**src/rtl/outer_prod_acc.sv**
```systemverilog
// 4x4 outer-product accumulator: sums k_len product vectors per element,
// then streams the finished 16-element tile out one element per handshake.
module outer_prod_acc #(
  parameter int NR = 4,
  parameter int NC = 4,
  parameter int PW = 32,
  parameter int AW = 40
) (
  input  logic                        clk,
  input  logic                        rst,
  input  logic                        start,
  input  logic [7:0]                  k_len,
  input  logic                        prod_valid,
  output logic                        prod_ready,
  input  logic [NR*NC-1:0][PW-1:0]    prod,
  output logic                        out_valid,
  input  logic                        out_ready,
  output logic [AW-1:0]               out_data,
  output logic [3:0]                  out_idx,
  output logic                        out_last,
  output logic                        busy
);

  localparam int NE = NR * NC;
  localparam logic [3:0] LAST = 4'(NE - 1);

  localparam logic [1:0] S_IDLE  = 2'd0;
  localparam logic [1:0] S_ACC   = 2'd1;
  localparam logic [1:0] S_DRAIN = 2'd2;

  logic [1:0]             state_q, state_d;
  logic [NE-1:0][AW-1:0]  acc_q, acc_d;
  logic [7:0]             cnt_q, cnt_d;
  logic [3:0]             idx_q, idx_d;

  logic in_idle, in_acc, in_drain;

  assign in_idle  = (state_q == S_IDLE);
  assign in_acc   = (state_q == S_ACC);
  assign in_drain = (state_q == S_DRAIN);

  always_comb begin
    state_d = state_q;
    acc_d   = acc_q;
    cnt_d   = cnt_q;
    idx_d   = idx_q;
    unique case (1'b1)
      in_idle: begin
        if (start && (k_len != 8'd0)) begin
          acc_d   = '0;
          cnt_d   = k_len;
          state_d = S_ACC;
        end
      end
      in_acc: begin
        if (prod_valid) begin
          for (int n = 0; n < NE; n++) begin
            acc_d[n] = acc_q[n] + {{(AW-PW){1'b0}}, prod[n]};
          end
          cnt_d = cnt_q - 8'd1;
          if (cnt_q == 8'd1) begin
            idx_d   = 4'd0;
            state_d = S_DRAIN;
          end
        end
      end
      in_drain: begin
        if (out_ready) begin
          idx_d = idx_q + 4'd1;
          if (idx_q == LAST) begin
            state_d = S_IDLE;
          end
        end
      end
      default: begin
        state_d = S_IDLE;
      end
    endcase
  end

  always_ff @(posedge clk) begin
    if (rst) begin
      state_q <= S_IDLE;
      acc_q   <= '0;
      cnt_q   <= '0;
      idx_q   <= '0;
    end else begin
      state_q <= state_d;
      acc_q   <= acc_d;
      cnt_q   <= cnt_d;
      idx_q   <= idx_d;
    end
  end

  // Outputs depend on registered state only; data is masked outside DRAIN.
  assign prod_ready = in_acc;
  assign out_valid  = in_drain;
  assign out_data   = in_drain ? acc_q[idx_q] : '0;
  assign out_idx    = idx_q;
  assign out_last   = in_drain && (idx_q == LAST);
  assign busy       = !in_idle;

endmodule

```
**config.mk**
```make
export PLATFORM = sky130hd
export DESIGN_NAME = outer_prod_acc
export DESIGN_NICKNAME = d
export VERILOG_FILES = /design/src/rtl/outer_prod_acc.sv
export SDC_FILE = /design/constraint.sdc
export NUM_CORES = 2
export LEC_CHECK = 0
export CORE_MARGIN = 2
export CORE_UTILIZATION = 45
export CTS_BUF_LIST = sky130_fd_sc_hd__clkbuf_8
export CTS_CLUSTER_SIZE = 25
export DETAILED_ROUTE_END_ITERATION = 8
export PLACE_DENSITY = 0.66
export SLEW_MARGIN = 40
export SYNTH_ARGS = -nofsm -noshare
export SYNTH_HDL_FRONTEND = slang
export SYNTH_SLANG_ARGS = --single-unit
```
**constraint.sdc**
```tcl
create_clock -name clk -period 7.8 [get_ports clk]
set_input_delay 0.78 -clock clk [delete_from_list [all_inputs] [get_ports clk]]
set_output_delay 0.78 -clock clk [all_outputs]
set_load 0.01 [all_outputs]
```
==> flow_results.xml <==
<?xml version="1.0" encoding="UTF-8"?>
<metrics>
  <group name="synth">
    <metric name="ys_dominant_reg_cell" unit="">dfxtp_1</metric>
    <metric name="synth_nets" unit="">7648</metric>
    <metric name="synth_top_cell_area_share" unit="%">24.29</metric>
    <metric name="yosysMostFrequentCell" unit="">nand2_1</metric>
    <metric name="synthSimpleGateAreaFrac" unit="%">18.16</metric>
    <metric name="synth.area.mux_share" unit="%">8.597</metric>
    <metric name="ys_async_sr_fraction" unit="%">0</metric>
    <metric name="ys_warn_count" unit="">0</metric>
    <metric name="synth-edff-count" unit="">0</metric>
    <metric name="postSynthRegisterBits" unit="">654</metric>
    <metric name="fraction_of_the_yosys_area_taken_by_sequential_cells" unit="%">24.29</metric>
    <metric name="mappedNetlistArea" unit="sq um">53910</metric>
    <metric name="compound_gate_portion_of_the_synthesized_area" unit="%">25.49</metric>
    <metric name="main_combinational_cell_family_by_area_after_synthesis" unit="">compound AO/OA/AOI/OAI gates</metric>
    <metric name="synth_cell_type_count" unit="">105</metric>
    <metric name="synth.cells.most_frequent" unit="">nand2_1, a21oi_1, dfxtp_1</metric>
    <metric name="cell_type_contributing_the_most_total_cell_area_after_synthesis" unit="">dfxtp_1</metric>
    <metric name="postSynthAreaPerCell" unit="sq um">8.178</metric>
    <metric name="area_share_of_fa_ha_maj_cells_after_synthesis" unit="%">12.55</metric>
    <metric name="synthXorXnorAreaFrac" unit="%">7.425</metric>
    <metric name="synth_area_leaders" unit="">dfxtp_1, ha_1, mux4_2</metric>
    <metric name="post_synth_inst_count" unit="">6592</metric>
  </group>
  <group name="clock_tree">
    <metric name="clk_transition_reported_paths" unit="ns">0.06</metric>
    <metric name="post_cts.repair.setup_buffers" unit="">0</metric>
    <metric name="cts_hold_repair.buffers" unit="">0</metric>
    <metric name="tritoncts" unit="">built</metric>
    <metric name="post_cts_resize_count" unit="">0</metric>
    <metric name="cts-htree-levels" unit="">4</metric>
    <metric name="cts_root_buffer" unit="">clkbuf_8</metric>
    <metric name="cts_max_path_bufs" unit="">3</metric>
    <metric name="cts.sink_count" unit="">654</metric>
    <metric name="clkLatencyLatePin" unit="ns">0.85</metric>
    <metric name="tritoncts.num_buffers" unit="">131</metric>
  </group>
  <group name="place">
    <metric name="postPlaceCellArea" unit="sq um">60940</metric>
    <metric name="numPortBuffers" unit="">572</metric>
    <metric name="gpl.final_weighted_congestion" unit="">1.002</metric>
    <metric name="hpwl" unit="um">160000</metric>
  </group>
  <group name="global_routing">
    <metric name="grt_antenna_before_repair" unit="">60</metric>
    <metric name="grt_start_max_net_pins" unit="">143</metric>
    <metric name="grt_overflow" unit="">0</metric>
    <metric name="grt.total_usage" unit="%">32.87</metric>
    <metric name="global_route_wire_length_before_repair" unit="um">306900</metric>
    <metric name="grt_pass1_vias" unit="">51630</metric>
  </group>
  <group name="sta">
    <metric name="timing.setup.tns" unit="ns">0</metric>
    <metric name="fin_worst_skew" unit="ns">0.04105</metric>
    <metric name="fin_crit" unit="ns">5.190</metric>
    <metric name="timing_hold_violations_final" unit="">0</metric>
    <metric name="timing.final.setup_violations" unit="">0</metric>
    <metric name="worst-slew-pin-transition" unit="ns">0.9014</metric>
    <metric name="rsz_0062_raised_after_global_routing" unit="">false</metric>
    <metric name="max-slew-margin-rel" unit="%">38.36</metric>
    <metric name="min_period_over_period" unit="%">66.53</metric>
    <metric name="fmax" unit="GHz">0.1927</metric>
    <metric name="slew_viol_final" unit="">0</metric>
  </group>
  <group name="die">
    <metric name="core.rowCount" unit="">126</metric>
    <metric name="die-height" unit="um">350.1</metric>
    <metric name="pin_count" unit="">573</metric>
    <metric name="design.core.area" unit="sq um">118400</metric>
    <metric name="die-area" unit="sq um">122600</metric>
    <metric name="start_util" unit="%">45.53</metric>
    <metric name="die_w" unit="um">350.1</metric>
  </group>
  <group name="setup_path">
    <metric name="timing.critical_path.max_delay_family" unit="">buffers and inverters</metric>
    <metric name="type_of_element_launching_the_critical_path" unit="">flop</metric>
    <metric name="critical_path.slowest_cell" unit="">mux4_2</metric>
    <metric name="worstPathCellList" unit="">buf_12 -&gt; buf_4 -&gt; mux4_2 -&gt; mux4_2 -&gt; and2_1 -&gt; clkdlybuf4s50_1</metric>
    <metric name="worstPathBufferInverterCount" unit="">3</metric>
    <metric name="critPathMaxFanout" unit="">31</metric>
    <metric name="crit_top_cell" unit="">mux4_2</metric>
    <metric name="crit_path_max_incr_delay" unit="ns">0.67</metric>
    <metric name="cp-end-kind" unit="">output pin</metric>
    <metric name="criticalPathCategory" unit="">flop to output pin</metric>
    <metric name="crit_arrival" unit="ns">4.41</metric>
    <metric name="critPathRequiredTime" unit="ns">7.02</metric>
  </group>
  <group name="run">
    <metric name="timing.max_cap.violations" unit="">0</metric>
  </group>
  <group name="routing">
    <metric name="drc" unit="">0</metric>
    <metric name="detail_route.first_pass.iterations" unit="">8</metric>
    <metric name="wl_per_cell" unit="um">23.83</metric>
    <metric name="detailedRoute.firstIterationViolations" unit="">5121</metric>
    <metric name="wl" unit="um">208200</metric>
    <metric name="vias" unit="">54120</metric>
    <metric name="ant_nets" unit="">0</metric>
    <metric name="viasPerCell" unit="">6.195</metric>
  </group>
  <group name="status">
    <metric name="run_status" unit="">finished clean</metric>
  </group>
  <group name="pwr">
    <metric name="p_leak" unit="nW">26.43</metric>
    <metric name="ir_worst_vdd" unit="mV">0.1526</metric>
    <metric name="powerDensity" unit="nW/um^2">163.4</metric>
  </group>
  <group name="finish">
    <metric name="areaGrowthSynthToFinish" unit="%">18.16</metric>
    <metric name="final_area" unit="sq um">63700</metric>
    <metric name="fraction_of_layout_instances_using_a_drive_strength_above_1" unit="%">7.537</metric>
    <metric name="layout_nets" unit="">8070</metric>
  </group>
  <group name="worst_hold_path">
    <metric name="min-delay-path-class" unit="">input pin to flop</metric>
  </group>
</metrics>
==> layout by cell type, fill, tap and decap left out, types with 34 or more instances in the layout <==
master           synthesis  final
nand2_1                684    682
a21oi_1                657    657
dfxtp_1                654    650
nor2_1                 607    603
clkdlybuf4s50_1          0    571
ha_1                   515    515
o21ai_0                384    384
a21o_1                 254    254
xnor2_1                252    252
xor2_1                 205    205
nand3_1                202    202
mux4_2                 200    200
inv_1                  163    198
a22oi_1                187    187
clkbuf_8                 0    166
nor3_1                  99     99
a211oi_1                91     90
nand4_1                 83     83
or3_1                   80     80
and3_1                  76     76
and2_1                  74     73
o21bai_1                73     73
a31oi_1                 61     61
nand2b_1                61     60
o21a_1                  59     59
o211ai_1                46     46
nor2b_1                 46     45
o21ai_1                 34     34
buf_4                    1     34
==> state kept, by name, indices dropped and copies added (netlist names) <==
name	count
acc_q	640
cnt_q	8
out_idx	4
state_q	2
==> cells by family (layout without fill, tap and decap cells) <==
group                    after synthesis  count (layout)
AO/OA/AOI/OAI                       2125            2125
XOR/XNOR                             457             457
adder cells (fa/ha/maj)              531             531
buffers and inverters                492            1012
flip-flops                           654             654
multiplexers                         213             213
other                                  0              23
AND/OR/NAND/NOR                     2120            2120
==> worst register-to-register path, stage by stage (launching register included) <==
cell	delay, ns
dfxtp_1	0.34
ha_1	0.23
inv_1	0.07
fa_1	0.40
nor2b_1	0.12
o21ai_0	0.12
a21oi_1	0.33
o21ai_0	0.32
a2111oi_0	0.80
o21ai_1	0.37
o2111ai_1	0.47
o211ai_1	0.17
xor2_1	0.16
nor2_1	0.06
==> worst paths after layout <==
kind | from | end | slack, ns | cells after the start
worst min register to register | acc_q[200]$_SDFFE_PP0P_ | acc_q[200]$_SDFFE_PP0P_ | 0.47 | 2
worst max-delay path | out_idx[0]$_SDFFE_PP0P_ | out_data[20] | 2.61 | 6
worst min-delay path | rst | state_q[1]$_SDFFE_PP0P_ | 0.32 | 2
worst max register to register | acc_q[200]$_SDFFE_PP0P_ | acc_q[232]$_SDFFE_PP0P_ | 3.73 | 13
==> report_power, final <==
group / total, mW / internal (mW) / switching [mW]
Clock: 3.73 / 1.99 / 1.74
Combinational: 2.98 / 1.24 / 1.74
Sequential: 3.69 / 3.51 / 0.175
Total: 10.4 / 6.75 / 3.66
==> routing by layer <==
| layer | GRT usage (%) | wire length, um |
|---|---|---|
| met1 | 42.03 | 84090 |
| met2 | 52.83 | 93300 |
| met3 | 6.781 | 20020 |
| met4 | 15.76 | 10390 |
| met5 | 0 | 398 |
==> per-stage QoR <==
stage / power (mW) / utilization (%) / hold WS [ns] / worst slack [ns] / std cells
floorplan: 5.667 / - / 0.4362 / 4.285 / 6592
global placement: 6.626 / 51.40 / 0.4548 / 2.989 / 8478
detailed placement: 6.667 / 51.47 / 0.4620 / 2.962 / 8481
CTS: 10.39 / 53.74 / 0.2479 / 2.517 / 8712
global route: 10.86 / 53.76 / 0.2849 / 2.395 / 8715
finish: 10.41 / 53.80 / 0.3226 / 2.610 / 8735
==> final cells by class <==
class	count	area (sq um)
multi-input cells	5446	39010
inverters	163	611.8
diodes	23	57.56
clock inverters	65	400.4
clock buffers	166	2285
repair buffers	618	6223
fillers	10980	54700
well taps	1600	2002
flip-flops and latches	654	13110
Note: power is estimated with default switching activity, not from simulation.
